### config.mk
export PLATFORM = sky130hd
export DESIGN_NAME = gain_controller
export DESIGN_NICKNAME = d
export VERILOG_FILES = /design/src/rtl/iagc_pkg.sv /design/src/rtl/gain_step_saturator.sv /design/src/rtl/gain_controller.sv
export SDC_FILE = /design/constraint.sdc
export NUM_CORES = 1
export LEC_CHECK = 0
export CORE_ASPECT_RATIO = 1.1
export CORE_MARGIN = 5
export CORE_UTILIZATION = 65
export CTS_BUF_LIST = sky130_fd_sc_hd__clkbuf_4 sky130_fd_sc_hd__clkbuf_8
export DETAILED_ROUTE_END_ITERATION = 12
export PLACE_DENSITY = 0.89
export SYNTH_ARGS = -nofsm -noshare
export SYNTH_HDL_FRONTEND = slang
export SYNTH_HIERARCHICAL = 1
export SYNTH_SLANG_ARGS = --single-unit
### constraint.sdc
create_clock -name i_clock -period 7.37 [get_ports i_clock]
set_input_delay 1.474 -clock i_clock [delete_from_list [all_inputs] [get_ports i_clock]]
set_output_delay 1.474 -clock i_clock [all_outputs]
set_load 0.05 [all_outputs]
### src/rtl/iagc_pkg.sv
// iagc_pkg: shared IAGC status codes, gain FSM state encodings and step directions
package iagc_pkg;
    localparam logic [3:0] IAGC_STATUS_RESET = 4'b0000;
    localparam logic [3:0] IAGC_STATUS_INIT  = 4'b0001;
    typedef enum logic [1:0] {ST_IDLE = 2'd0, ST_COMPARE = 2'd1, ST_APPLY = 2'd2, ST_DONE = 2'd3} state_t;
    typedef enum logic [1:0] {DIR_HOLD = 2'd0, DIR_UP = 2'd1, DIR_DOWN = 2'd2} dir_t;
endpackage

### src/rtl/gain_step_saturator.sv
// gain_step_saturator: steps gain by +/-step per dir and clamps to [min_gain, max_gain]
// ports: gain, dir, step, min_gain, max_gain in; next_gain, clamped out (combinational)
module gain_step_saturator
    import iagc_pkg::*;
#(
    parameter int W = 16
) (
    input  logic [W-1:0] gain,
    input  dir_t         dir,
    input  logic [W-1:0] step,
    input  logic [W-1:0] min_gain,
    input  logic [W-1:0] max_gain,
    output logic [W-1:0] next_gain,
    output logic         clamped
);
    // two guard bits so gain+step never wraps even at full-scale gain
    logic signed [W+1:0] cand, lo, hi;
    always_comb begin
        lo = $signed({2'b00, min_gain});
        hi = $signed({2'b00, max_gain});
        cand = dir == DIR_UP   ? $signed({2'b00, gain}) + $signed({2'b00, step}) :
               dir == DIR_DOWN ? $signed({2'b00, gain}) - $signed({2'b00, step}) :
                                 $signed({2'b00, gain});
        clamped = cand < lo || cand > hi;
        next_gain = cand < lo ? min_gain : cand > hi ? max_gain : cand[W-1:0];
    end
endmodule

### src/rtl/gain_controller.sv
// gain_controller: closed-loop AGC gain stepping with deadband, saturation and lock detect
// ports: i_clock, i_reset (sync, active high), i_iagcStatus (RESET/INIT clear the loop),
//        i_referenceAmplitude/i_errorAmplitude/i_update from the amplitude detector;
//        o_gain, o_gainValid (one-cycle pulse), o_locked, o_saturated
module gain_controller
    import iagc_pkg::*;
#(
    parameter int IAGC_STATUS_SIZE    = 4,
    parameter int AMPLITUDE_DATA_SIZE = 16,
    parameter int GAIN_DATA_SIZE      = 16,
    parameter int GAIN_FRAC_BITS      = 12,
    parameter int GAIN_INIT           = 4096,
    parameter int GAIN_STEP           = 16,
    parameter int GAIN_MIN            = 0,
    parameter int GAIN_MAX            = 65535,
    parameter int DEADBAND            = 8,
    parameter int LOCK_COUNT          = 4
) (
    input  logic                           i_clock,
    input  logic                           i_reset,
    input  logic [IAGC_STATUS_SIZE-1:0]    i_iagcStatus,
    input  logic [AMPLITUDE_DATA_SIZE-1:0] i_referenceAmplitude,
    input  logic [AMPLITUDE_DATA_SIZE-1:0] i_errorAmplitude,
    input  logic                           i_update,
    output logic [GAIN_DATA_SIZE-1:0]      o_gain,
    output logic                           o_gainValid,
    output logic                           o_locked,
    output logic                           o_saturated
);
    localparam int A = AMPLITUDE_DATA_SIZE;
    localparam int G = GAIN_DATA_SIZE;
    localparam int LW = $clog2(LOCK_COUNT + 1);
    localparam logic signed [A:0] DB = (A+1)'(DEADBAND);
    localparam logic [LW-1:0] LOCK_Q = LW'(LOCK_COUNT);
    state_t state, state_nx;
    dir_t dir;
    logic [A-1:0] ref_q, err_q;
    logic [G-1:0] gain, gain_nx;
    logic [LW-1:0] lock_cnt;
    logic clamped, saturated, locked, clear;
    logic signed [A:0] diff;
    assign clear = i_reset || i_iagcStatus == IAGC_STATUS_SIZE'(IAGC_STATUS_RESET)
                           || i_iagcStatus == IAGC_STATUS_SIZE'(IAGC_STATUS_INIT);
    // one extra bit keeps ref-err exact over the full signed input range
    assign diff = $signed({ref_q[A-1], ref_q}) - $signed({err_q[A-1], err_q});
    gain_step_saturator #(.W(G)) u_sat (
        .gain      (gain),
        .dir       (dir),
        .step      (G'(GAIN_STEP)),
        .min_gain  (G'(GAIN_MIN)),
        .max_gain  (G'(GAIN_MAX)),
        .next_gain (gain_nx),
        .clamped   (clamped)
    );
    always_ff @(posedge i_clock) begin
        if (clear) begin
            state <= ST_IDLE;
            dir <= DIR_HOLD;
            ref_q <= '0;
            err_q <= '0;
            gain <= G'(GAIN_INIT);
            saturated <= 1'b0;
            lock_cnt <= '0;
            locked <= 1'b0;
        end else begin
            state <= state_nx;
            if (state == ST_IDLE && i_update) begin
                ref_q <= i_referenceAmplitude;
                err_q <= i_errorAmplitude;
            end
            if (state == ST_COMPARE)
                dir <= diff > DB ? DIR_UP : diff < -DB ? DIR_DOWN : DIR_HOLD;
            if (state == ST_APPLY) begin
                if (dir != DIR_HOLD) begin
                    gain <= gain_nx;
                    saturated <= clamped;
                    lock_cnt <= '0;
                    locked <= 1'b0;
                end else if (lock_cnt != LOCK_Q) begin
                    lock_cnt <= lock_cnt + 1'b1;
                    locked <= lock_cnt + 1'b1 == LOCK_Q;
                end
            end
        end
    end
    always_comb begin
        state_nx = state == ST_IDLE    ? (i_update ? ST_COMPARE : ST_IDLE) :
                   state == ST_COMPARE ? ST_APPLY :
                   state == ST_APPLY   ? ST_DONE : ST_IDLE;
    end
    always_comb begin
        o_gain = gain;
        o_gainValid = state == ST_DONE;
        o_locked = locked;
        o_saturated = saturated;
    end
endmodule

==> flow_summary.yaml <==
outcome:
  run_status: "completed"
route:
  post_drt_wl_per_cell_um: 14.2
  wirelength_mm: 15.6
  vias: 6277
  postRouteAntennaNets: 0
  firstDrtPassIters: 7
  drc: 0
  drtIter0Drc: 347
  viasPerCell: 5.73
critical_path:
  critical-path-max-stage-delay_ps: 860
  slowest_stage: "a32oi_4"
  crit_type: "register to register"
  worstSetupStartpointType: "register"
  worst-path-max-fanout: 32
  critPathArrivalTime_ps: 5310
  end_kind: "register"
  cp.required_ps: 7630
  reg2reg_slack_ps: 2320
  path_cells: "ha_1 > and3_1 > a221o_1 > a211o_1 > a21oi_1 > a211oi_1 > a21bo_2 > ha_1 > o21ai_0 > or3_1 > a211oi_1 > nor3_1 > a32oi_4 > o21ai_0 > o22ai_1 > nand2_1 > a21oi_1"
synthesis:
  synth_compound_area_share_pct: 28.2
  synth_xor_area_share_pct: 1.42
  synth_common_cells: "nand2_1 (121), a21oi_1 (107), inv_1 (88)"
  synth_warnings: 6
  synth.most_common_cell: "nand2_1"
  synth_mux_area_share_pct: 2.78
  syn_area_um2: 6160
  syn_inst: 845
  ys_seq_area_share_pct: 18.5
  synth_edf_count: 0
  yosysTopAreaCell: "dfxtp_1"
  ys.flop_type: "dfxtp_1"
  synth_cell_types: 80
  synth_top_cells_by_area: "dfxtp_1 (19%), ha_1 (17%), a21oi_1 (8.7%)"
  synth_area_per_cell_um2: 7.29
  synth_top_area_share_pct: 18.5
  synth.ff_latch_count: 57
  async_flop_share_pct: 0
  synthAdderAreaFrac_pct: 18.4
  synth_top_family_by_area: "compound AO/OA/AOI/OAI gates"
  yosys.area_share.simple_pct: 22.0
global_route:
  antenna_found_initial: 0
  grt_max_degree: 56
  grt_overflow: 0
  grt_first_pass_wirelength_mm: 26.3
  grt_pass1_vias: 6150
  grt_usage_pct: 27.3
placement:
  dp_hpwl_mm: 11.4
  finalWeightedCongestion: 0.924
  port-buffer-count: 56
pwr:
  powerDensity_nw_per_um2: 148
  vdd_drop_max_mv: 0.134
  leakage_nw: 3.43
floorplan:
  initial_core_util_pct: 66.2
  ioPinCount: 58
  die_h_um: 112
  fp.coreArea_um2: 9310
  dieArea_um2: 11500
  row_count: 37
  die_w_um: 103
clock_network:
  ctsHoldBuffers: 0
  cts_setup_buffers: 0
  cts_htree_levels: 3
  cts_buffer_depth: 2
  insertion_delay_ps: 340
  clock-sinks: 57
  cts_buffers: 9
  clk_pin_slew_ps: 70
  cts_tree: "built"
  cts_root_buffer: "clkbuf_8"
  cts_resized: 0
timing:
  hold_ws_ps: 457
  fin_crit_sh_pct: 68.6
  finalHoldViolations: 0
  rsz0062_at_grt: "false"
  slew_headroom_pct: 24.0
  period_minus_slack_ps: 5050
  tns_ps: 0
  skew_ps: 9.80
  tightest_slew_ps: 1140
  finalSetupViolations: 0
  drv_slew: 0
  max_freq_ghz: 0.198
final_layout:
  fillers: 719
  layout.area.seq_um2: 1140
  area_growth_pct: 18.6
  multi_input_area_um2: 4850
  drive_gt1_share_pct: 4.40
  fin_nets: 1101
  num_antenna_cells: 0
run:
  maxCapViolations: 0
worst_hold_path:
  hp-class: "register to register"
[placed cells by master (no fill, tap or decap), types with 4 or more instances in the layout]
cell type	n
nand2_1	121
a21oi_1	107
conb_1	96
inv_1	88
ha_1	86
nor2_1	63
dfxtp_1	57
clkdlybuf4s50_1	56
o21ai_0	31
a21o_1	18
mux2i_1	16
nor3_1	15
nand3_1	13
nand2b_1	13
o22ai_1	13
nor2b_1	12
clkbuf_8	10
o21a_1	9
a211oi_1	7
xor2_1	7
nand4_1	6
and2_1	5
or2_2	5
or3_1	5
o31ai_1	5
a221o_1	5
o221ai_1	5
a211o_1	4
o31a_1	4
a31oi_1	4
and3_1	4
a22oi_1	4
[area by class of cell]
| cell class | count | share of cell area [%] |
|---|---|---|
| Timing Repair Buffer | 59 | 7.98 |
| Clock inverter | 5 | 1.40 |
| Inverter | 88 | 4.52 |
| Multi-Input combinational cell | 758 | 66.5 |
| Sequential cell | 57 | 15.6 |
| Tap cell | 117 | 2.00 |
| Clock buffer | 11 | 1.99 |
[layer usage]
| metal | track usage [%] | vias to the layer above | part of all wire [%] |
|---|---|---|---|
| li1 | - | 3136 | - |
| met4 | 13.4 | 0 | 4.5 |
| met3 | 3.48 | 65 | 4.6 |
| met1 | 30.0 | 2873 | 40 |
| met2 | 50.2 | 203 | 51 |
| met5 | 0 | - | 0 |
[path summary, 6_finish.rpt]
kind	startpoint	to	cells past startpoint
worst max register to register	o_gain[3]	o_gain[15]	17
worst min-delay path	err_q[3]	err_q[3]	2
worst min register to register	err_q[3]	err_q[3]	2
worst max-delay path	o_gain[3]	o_gain[15]	17
[critical path: cells and delay by family, from the launching register on]
kind	cells	cell delay, ps
AOI/OAI and AO/OA	11	3030
and+or+nand+nor	4	870
adders and majority gates	2	650
DFF	1	420
[sequential cells by signal (all words and copies together) (netlist names)]
signal and flops:
o_saturated 1, lock_cnt 3, dir 2, err_q 16, state 2, ref_q 16, o_locked 1, o_gain 16
[through the flow]
stage          cells  util (%)  worst slack [ps]  total power, mW  cell area (µm²)
2_1_floorplan    939         -              3180            0.626             6510
3_3_place_gp    1079      75.8              2550            0.690             7060
3_5_place_dp    1079      75.8              2510            0.700             7060
4_1_cts         1095      78.5              2400             1.08             7300
5_1_grt         1095      78.5              1870             1.14             7300
6_report        1095      78.5              2320             1.08             7300
[power breakdown]
part	switching [mW]	leakage (nW)	internal [mW]	total [mW]
sequential	0.00875	0.464	0.319	0.328
combinational	0.221	2.84	0.159	0.380
clock	0.138	0.123	0.237	0.375
[cells by family (layout without fill, tap and decap cells)]
family / Yosys count / count (layout)
multiplexers: 17 / 17
adder cells (fa/ha/maj): 89 / 89
AO/OA/AOI/OAI: 261 / 261
AND/OR/NAND/NOR: 285 / 285
buffers and inverters: 124 / 163
flip-flops: 57 / 57
XOR/XNOR: 10 / 10
other: 2 / 96
(Power assumes the default switching activity.)
